## config.mk

```make
export PLATFORM = sky130hd
export DESIGN_NAME = io_byte_writer_arb_flat
export DESIGN_NICKNAME = d
export VERILOG_FILES = /design/src/rtl/io_byte_writer_arb_pkg.sv /design/src/rtl/io_byte_writer_arb_if.sv /design/src/rtl/io_byte_writer_arb_rr_pick.sv /design/src/rtl/io_byte_writer_arb.sv /design/src/flat_wrapper.sv
export SDC_FILE = /design/constraint.sdc
export NUM_CORES = 1
export LEC_CHECK = 0
export BUFFER_PORTS_ARGS = -buffer_cell sky130_fd_sc_hd__buf_2
export CORE_MARGIN = 2
export CORE_UTILIZATION = 55
export DETAILED_ROUTE_END_ITERATION = 16
export GPL_TIMING_DRIVEN = 0
export PLACE_DENSITY = 0.95
export SLEW_MARGIN = 15
export SYNTH_ARGS = -nofsm -noshare
export SYNTH_HDL_FRONTEND = slang
export SYNTH_SLANG_ARGS = --single-unit
export TNS_END_PERCENT = 30
```

## constraint.sdc

```tcl
create_clock -name clk -period 4.2 [get_ports clk]
set_clock_uncertainty 0.1 [all_clocks]
set_input_delay 0.84 -clock clk [delete_from_list [all_inputs] [get_ports clk]]
set_output_delay 0.84 -clock clk [all_outputs]
set_load 0.1 [all_outputs]
```

## src/rtl/io_byte_writer_arb_pkg.sv

```systemverilog
// Shared types and helpers for the byte-stream writer arbiter.
package io_arb_pkg;

  typedef enum logic {
    ARB_IDLE   = 1'b0,
    ARB_LOCKED = 1'b1
  } arb_state_e;

  // Index width that never collapses to zero bits, even for a single requester.
  function automatic int clog2_min1(input int n);
    return (n <= 2) ? 1 : $clog2(n);
  endfunction

endpackage

```

## src/rtl/io_byte_writer_arb_if.sv

```systemverilog
// Requester-side and sink-side byte handshakes of the writer arbiter.
interface io_byte_writer_arb_if #(
  parameter int NUM_REQ = 4
) ();

  logic [NUM_REQ-1:0]   req_valid;
  logic [NUM_REQ*8-1:0] req_data;
  logic [NUM_REQ-1:0]   req_last;
  logic [NUM_REQ-1:0]   req_ready;
  logic                 out_valid;
  logic [7:0]           out_data;
  logic                 out_last;
  logic                 out_ready;

  modport master (
    output req_valid, req_data, req_last, out_ready,
    input  req_ready, out_valid, out_data, out_last
  );

  modport slave (
    input  req_valid, req_data, req_last, out_ready,
    output req_ready, out_valid, out_data, out_last
  );

endinterface

```

## src/rtl/io_byte_writer_arb_rr_pick.sv

```systemverilog
// Combinational round-robin picker: first request at or after ptr, wrapping.
module io_rr_pick
  import io_arb_pkg::*;
#(
  parameter int N     = 4,
  parameter int IDX_W = clog2_min1(N)
) (
  input  logic [N-1:0]     req,
  input  logic [IDX_W-1:0] ptr,
  output logic [N-1:0]     grant,
  output logic [IDX_W-1:0] idx,
  output logic             any
);

  logic [2*N-1:0] doubled;
  logic [IDX_W:0] pos;
  logic [IDX_W:0] sum;
  logic           found;

  assign doubled = {req, req};
  assign any     = |req;

  // Scan the doubled vector from ptr so the wrap-around needs no special case.
  always_comb begin
    found = 1'b0;
    pos   = '0;
    sum   = '0;
    for (int i = 0; i < N; i++) begin
      pos = {1'b0, ptr} + (IDX_W+1)'(i);
      if (!found && doubled[pos]) begin
        found = 1'b1;
        sum   = pos;
      end
    end
    if (sum >= (IDX_W+1)'(N)) begin
      sum = sum - (IDX_W+1)'(N);
    end
    idx   = sum[IDX_W-1:0];
    grant = any ? (N'(1) << idx) : '0;
  end

endmodule

```

## src/rtl/io_byte_writer_arb.sv

```systemverilog
// Per-message round-robin arbiter sharing one byte sink, with stall eviction.
module io_byte_writer_arb
  import io_arb_pkg::*;
#(
  parameter  int NUM_REQ      = 4,
  parameter  int IDLE_TIMEOUT = 64,
  parameter  int CNT_W        = 16,
  localparam int ID_W         = clog2_min1(NUM_REQ)
) (
  input  logic                 clk,
  input  logic                 rst_n,
  io_byte_writer_arb_if.slave  bus,
  output logic                 busy,
  output logic [ID_W-1:0]      grant_id,
  output logic [CNT_W-1:0]     msg_len,
  output logic                 err_timeout,
  output logic [ID_W-1:0]      err_id
);

  arb_state_e         state, state_nxt;
  logic [ID_W-1:0]    ptr;
  logic [ID_W-1:0]    ptr_after;
  logic [NUM_REQ-1:0] grant_oh;
  logic [15:0]        idle_cnt;

  logic [NUM_REQ-1:0] pick_grant;
  logic [ID_W-1:0]    pick_idx;
  logic               pick_any;

  logic               cur_valid;
  logic [7:0]         cur_data;
  logic               cur_last;

  logic               out_valid_c;
  logic [7:0]         out_data_c;
  logic               out_last_c;
  logic [NUM_REQ-1:0] req_ready_c;
  logic               xfer;
  logic               evict;

  io_rr_pick #(
    .N     (NUM_REQ),
    .IDX_W (ID_W)
  ) u_pick (
    .req   (bus.req_valid),
    .ptr   (ptr),
    .grant (pick_grant),
    .idx   (pick_idx),
    .any   (pick_any)
  );

  assign cur_valid = bus.req_valid[grant_id];
  assign cur_data  = bus.req_data[{grant_id, 3'b000} +: 8];
  assign cur_last  = bus.req_last[grant_id];
  assign ptr_after = (grant_id == ID_W'(NUM_REQ - 1)) ? '0 : grant_id + ID_W'(1);

  assign bus.out_valid = out_valid_c;
  assign bus.out_data  = out_data_c;
  assign bus.out_last  = out_last_c;
  assign bus.req_ready = req_ready_c;
  assign busy          = (state == ARB_LOCKED);

  // Next-state decode and pass-through of the locked requester to the sink.
  always_comb begin
    state_nxt   = state;
    out_valid_c = 1'b0;
    out_data_c  = 8'h00;
    out_last_c  = 1'b0;
    req_ready_c = '0;
    xfer        = 1'b0;
    evict       = 1'b0;
    case (state)
      ARB_IDLE: begin
        if (pick_any) begin
          state_nxt = ARB_LOCKED;
        end
      end
      ARB_LOCKED: begin
        out_valid_c = cur_valid;
        out_data_c  = cur_data;
        out_last_c  = cur_last;
        req_ready_c = grant_oh & {NUM_REQ{bus.out_ready}};
        xfer        = cur_valid & bus.out_ready;
        if (xfer && cur_last) begin
          state_nxt = ARB_IDLE;
        end else if (!cur_valid && (idle_cnt == 16'(IDLE_TIMEOUT - 1))) begin
          evict     = 1'b1;
          state_nxt = ARB_IDLE;
        end
      end
      default: state_nxt = ARB_IDLE;
    endcase
  end

  // State, grant, byte counter, stall counter and error pulse registers.
  always_ff @(posedge clk) begin
    if (!rst_n) begin
      state       <= ARB_IDLE;
      ptr         <= '0;
      grant_id    <= '0;
      grant_oh    <= '0;
      msg_len     <= '0;
      idle_cnt    <= '0;
      err_timeout <= 1'b0;
      err_id      <= '0;
    end else begin
      state       <= state_nxt;
      err_timeout <= evict;
      if (evict) begin
        err_id <= grant_id;
      end
      if (state == ARB_IDLE) begin
        if (pick_any) begin
          grant_id <= pick_idx;
          grant_oh <= pick_grant;
          msg_len  <= '0;
          idle_cnt <= '0;
        end
      end else begin
        if (xfer) begin
          idle_cnt <= '0;
          if (msg_len != '1) begin
            msg_len <= msg_len + CNT_W'(1);
          end
        end else if (!cur_valid) begin
          idle_cnt <= idle_cnt + 16'd1;
        end
        if ((xfer && cur_last) || evict) begin
          ptr <= ptr_after;
        end
      end
    end
  end

endmodule

```

## src/flat_wrapper.sv

```systemverilog
// flat-port wrapper written by rule: the top's interface ports become plain ports
module io_byte_writer_arb_flat import io_arb_pkg::*;
#(
  parameter  int NUM_REQ      = 4,
  parameter  int IDLE_TIMEOUT = 64,
  parameter  int CNT_W        = 16,
  localparam int ID_W         = clog2_min1(NUM_REQ)
)
  (clk, rst_n, busy, grant_id, msg_len, err_timeout, err_id, bus_req_valid, bus_req_data, bus_req_last, bus_out_ready, bus_req_ready, bus_out_valid, bus_out_data, bus_out_last);
  io_byte_writer_arb_if #(.NUM_REQ(NUM_REQ)) bus_i ();
  input  logic clk;
  input  logic rst_n;
  output logic busy;
  output logic [ID_W-1:0] grant_id;
  output logic [CNT_W-1:0] msg_len;
  output logic err_timeout;
  output logic [ID_W-1:0] err_id;
  input wire logic [$bits(bus_i.req_valid)-1:0] bus_req_valid;
  input wire logic [$bits(bus_i.req_data)-1:0] bus_req_data;
  input wire logic [$bits(bus_i.req_last)-1:0] bus_req_last;
  input wire logic [$bits(bus_i.out_ready)-1:0] bus_out_ready;
  output wire logic [$bits(bus_i.req_ready)-1:0] bus_req_ready;
  output wire logic [$bits(bus_i.out_valid)-1:0] bus_out_valid;
  output wire logic [$bits(bus_i.out_data)-1:0] bus_out_data;
  output wire logic [$bits(bus_i.out_last)-1:0] bus_out_last;
  assign bus_i.req_valid = bus_req_valid;
  assign bus_i.req_data = bus_req_data;
  assign bus_i.req_last = bus_req_last;
  assign bus_i.out_ready = bus_out_ready;
  assign bus_req_ready = bus_i.req_ready;
  assign bus_out_valid = bus_i.out_valid;
  assign bus_out_data = bus_i.out_data;
  assign bus_out_last = bus_i.out_last;
  io_byte_writer_arb #(.NUM_REQ(NUM_REQ), .IDLE_TIMEOUT(IDLE_TIMEOUT), .CNT_W(CNT_W)) u_core (.clk(clk), .rst_n(rst_n), .bus(bus_i), .busy(busy), .grant_id(grant_id), .msg_len(msg_len), .err_timeout(err_timeout), .err_id(err_id));
endmodule
```

==> results.ini <==
[sta]
finalCritPeriodShare_pct = 80.1
slew_viol_final = 0
period_needed_ns = 3.37
relSlewSlack_pct = 52.7
fmax_ghz = 0.297
setup_viol = 0
hold_viol = 0
rsz0062_at_grt = false
finalHoldWorstSlack_ns = 0.360
worstMarginPinSlew_ns = 0.709
tns_ns = 0

[floorplan]
core-area_um2 = 4440
die_y_um = 72.6
rows = 24
initial_core_util_pct = 58.2
die_area_um2 = 5270
die_w_um = 72.6
io-pin-count = 79

[layout]
drive_gt1_share_pct = 27.3
diodes = 0
nFillCells = 337
area_growth_syn_to_layout_pct = 21.1
fin_nets = 426

[cts]
cts_sinks = 44
clkTransAtPathRegs_ns = 0.08
cts_hold_buf = 0
postCtsResizedCells = 0
cts-root-buf = clkbuf_8
cts_tree = built
cts_setup_buffers = 0
htree_levels = 2
cts_buffers = 5
clk_latency_ns = 0.30
clock_path_buffers = 2

[status]
status = completed

[detailed_routing]
num_vias = 2516
firstDrtPassIters = 4
ant_nets = 0
vias_per_cell = 5.81
avgRoutedWirePerCell_um = 15.2
drc_errors = 0
totalWireLength_um = 6590
drt_iter0_drc = 154

[placed_design]
io_buffers = 78
gp_congestion = 0.924
hpwl_um = 4960

[logic_synthesis]
synth.largest_area_cell = dfxtp_1
seq_area_frac_synth_pct = 34.0
synthArstFlopShare_pct = 0
avgSynthCellArea_um2 = 8.78
synth_edf_count = 0
syn-cell-area_um2 = 2590
synth_area_leaders = dfxtp_1, mux4_2, xnor2_1, nor2_1, and2_1
syn_nets = 341
synth_seq_cells = 44
yosysMostFrequentCell = dfxtp_1
synth_cells = 295
synth_ff_type = dfxtp_1
ys_warn_count = 0
yosysUniqueCellTypes = 46
synthTopCellsByCount = dfxtp_1, nor2_1, nand2_1, xnor2_1, nand3_1
yosysTopAreaCellShare_pct = 34.0

[pwr]
max-vdd-ir-drop_uv = 205
power_density_nw_per_um2 = 299
leakage_uw = 0.00127
power.total_uw = 937

[flow_run]
maxCapViolCount = 0

[hold_path]
hold_path.class = reg2reg

[global_routing]
overflow = 0
grt_max_degree = 13
antenna_found_initial = 0
grt_pass1_vias = 2272
grt_pass1_wl_um = 10400
track_usage_pct = 24.7

[worst_setup_path]
crit_buf_inv = 3
slowest_delay_ns = 0.57
slowest_stage = mux4_2
start_kind = register
crit_type = reg2out
cp_top_family = buffers and inverters
arrival_ns = 2.43
cp_max_fo = 10
crit_chain = buf_6 -> clkbuf_1 -> mux4_2 -> and2_1 -> buf_2
cp-end-kind = output pin
crit_required_ns = 3.26

==> final timing paths <==
| path | start | slack [ns] | depth (start not counted) | to |
|---|---|---|---|---|
| max | u_core.grant_id[0]$_SDFFE_PN0P_ | 0.83 | 5 | bus_out_data[0] |
| min reg2reg | u_core.grant_oh[3]$_SDFFE_PN0P_ | 0.36 | 2 | u_core.grant_oh[3]$_SDFFE_PN0P_ |
| min | u_core.grant_oh[3]$_SDFFE_PN0P_ | 0.36 | 2 | u_core.grant_oh[3]$_SDFFE_PN0P_ |
| max reg2reg | u_core.busy$_SDFF_PN0_ | 1.93 | 7 | u_core.msg_len[9]$_SDFFE_PN0P_ |
==> cell type report <==
type,count,area (um2),area share [%]
multi-input combinational,235,1640,52.3
tap,52,65.1,2.08
timing repair buffer,78,390,12.5
sequential,44,881,28.1
buffer,12,55.1,1.76
clock buffer,8,90.1,2.87
inverter,4,15.0,0.479
==> metal layers <==
metal	up-vias	GRT usage, %	wire, um
li1	1235	-	-
met1	1187	32.5	2860
met2	86	40.1	3330
met3	8	4.83	326
met4	0	9.67	73
met5	-	0	0
==> tightest hold or removal path, stage by stage (launching register included) <==
cell and delay [ns]:
dfxtp_1 0.31, nand2_1 0.05, a21oi_1 0.06
==> power by group <==
group	leakage, uW	switching (uW)	total [uW]	internal [uW]
Sequential	0.000356	5.66	429	424
Clock	0.0000455	142	276	134
Combinational	0.000867	163	231	68.0
Total	0.00127	311	937	626
==> per-stage QoR <==
| step | cell area (um2) | instances | setup WS (ns) | utilization (%) |
|---|---|---|---|---|
| CTS | 3130 | 433 | 0.810 | 70.5 |
| global placement | 3040 | 425 | 1.18 | 68.5 |
| finish | 3130 | 433 | 0.834 | 70.5 |
| detailed placement | 3040 | 425 | 1.14 | 68.5 |
| global route | 3130 | 433 | 0.698 | 70.5 |
| floorplan | 2590 | 295 | 0.567 | - |
==> cells by family after synthesis <==
| kind of cell | after synthesis | share of synthesized area, % |
|---|---|---|
| compound gates | 30 | 7.49 |
| mux | 18 | 11.8 |
| simple gates | 160 | 34.4 |
| buf+inv | 16 | 2.71 |
| fa+ha+maj | 3 | 1.45 |
| flops | 44 | 34.0 |
| xor+xnor | 24 | 8.12 |
==> flip-flops by register name (all words and copies together) (netlist names) <==
register            flops
u_core.busy             1
u_core.err_id           2
u_core.err_timeout      1
u_core.grant_id         2
u_core.grant_oh         4
u_core.idle_cnt        16
u_core.msg_len         16
u_core.ptr              2
==> placed cells by master, fill, tap and decap left out, drive strengths merged, types with 2 or more instances in the layout <==
cell,instances
a21boi,5
a21oi,8
and2,14
and3,10
and4,3
buf,81
clkbuf,17
dfxtp,44
ha,3
inv,4
mux2i,8
mux4,10
nand2,21
nand2b,5
nand3,15
nand4,12
nor2,40
nor2b,6
nor3,8
nor3b,4
nor4,11
nor4b,3
o21ai,8
or4,2
xnor2,19
xor2,5
(Power assumes the default switching activity.)
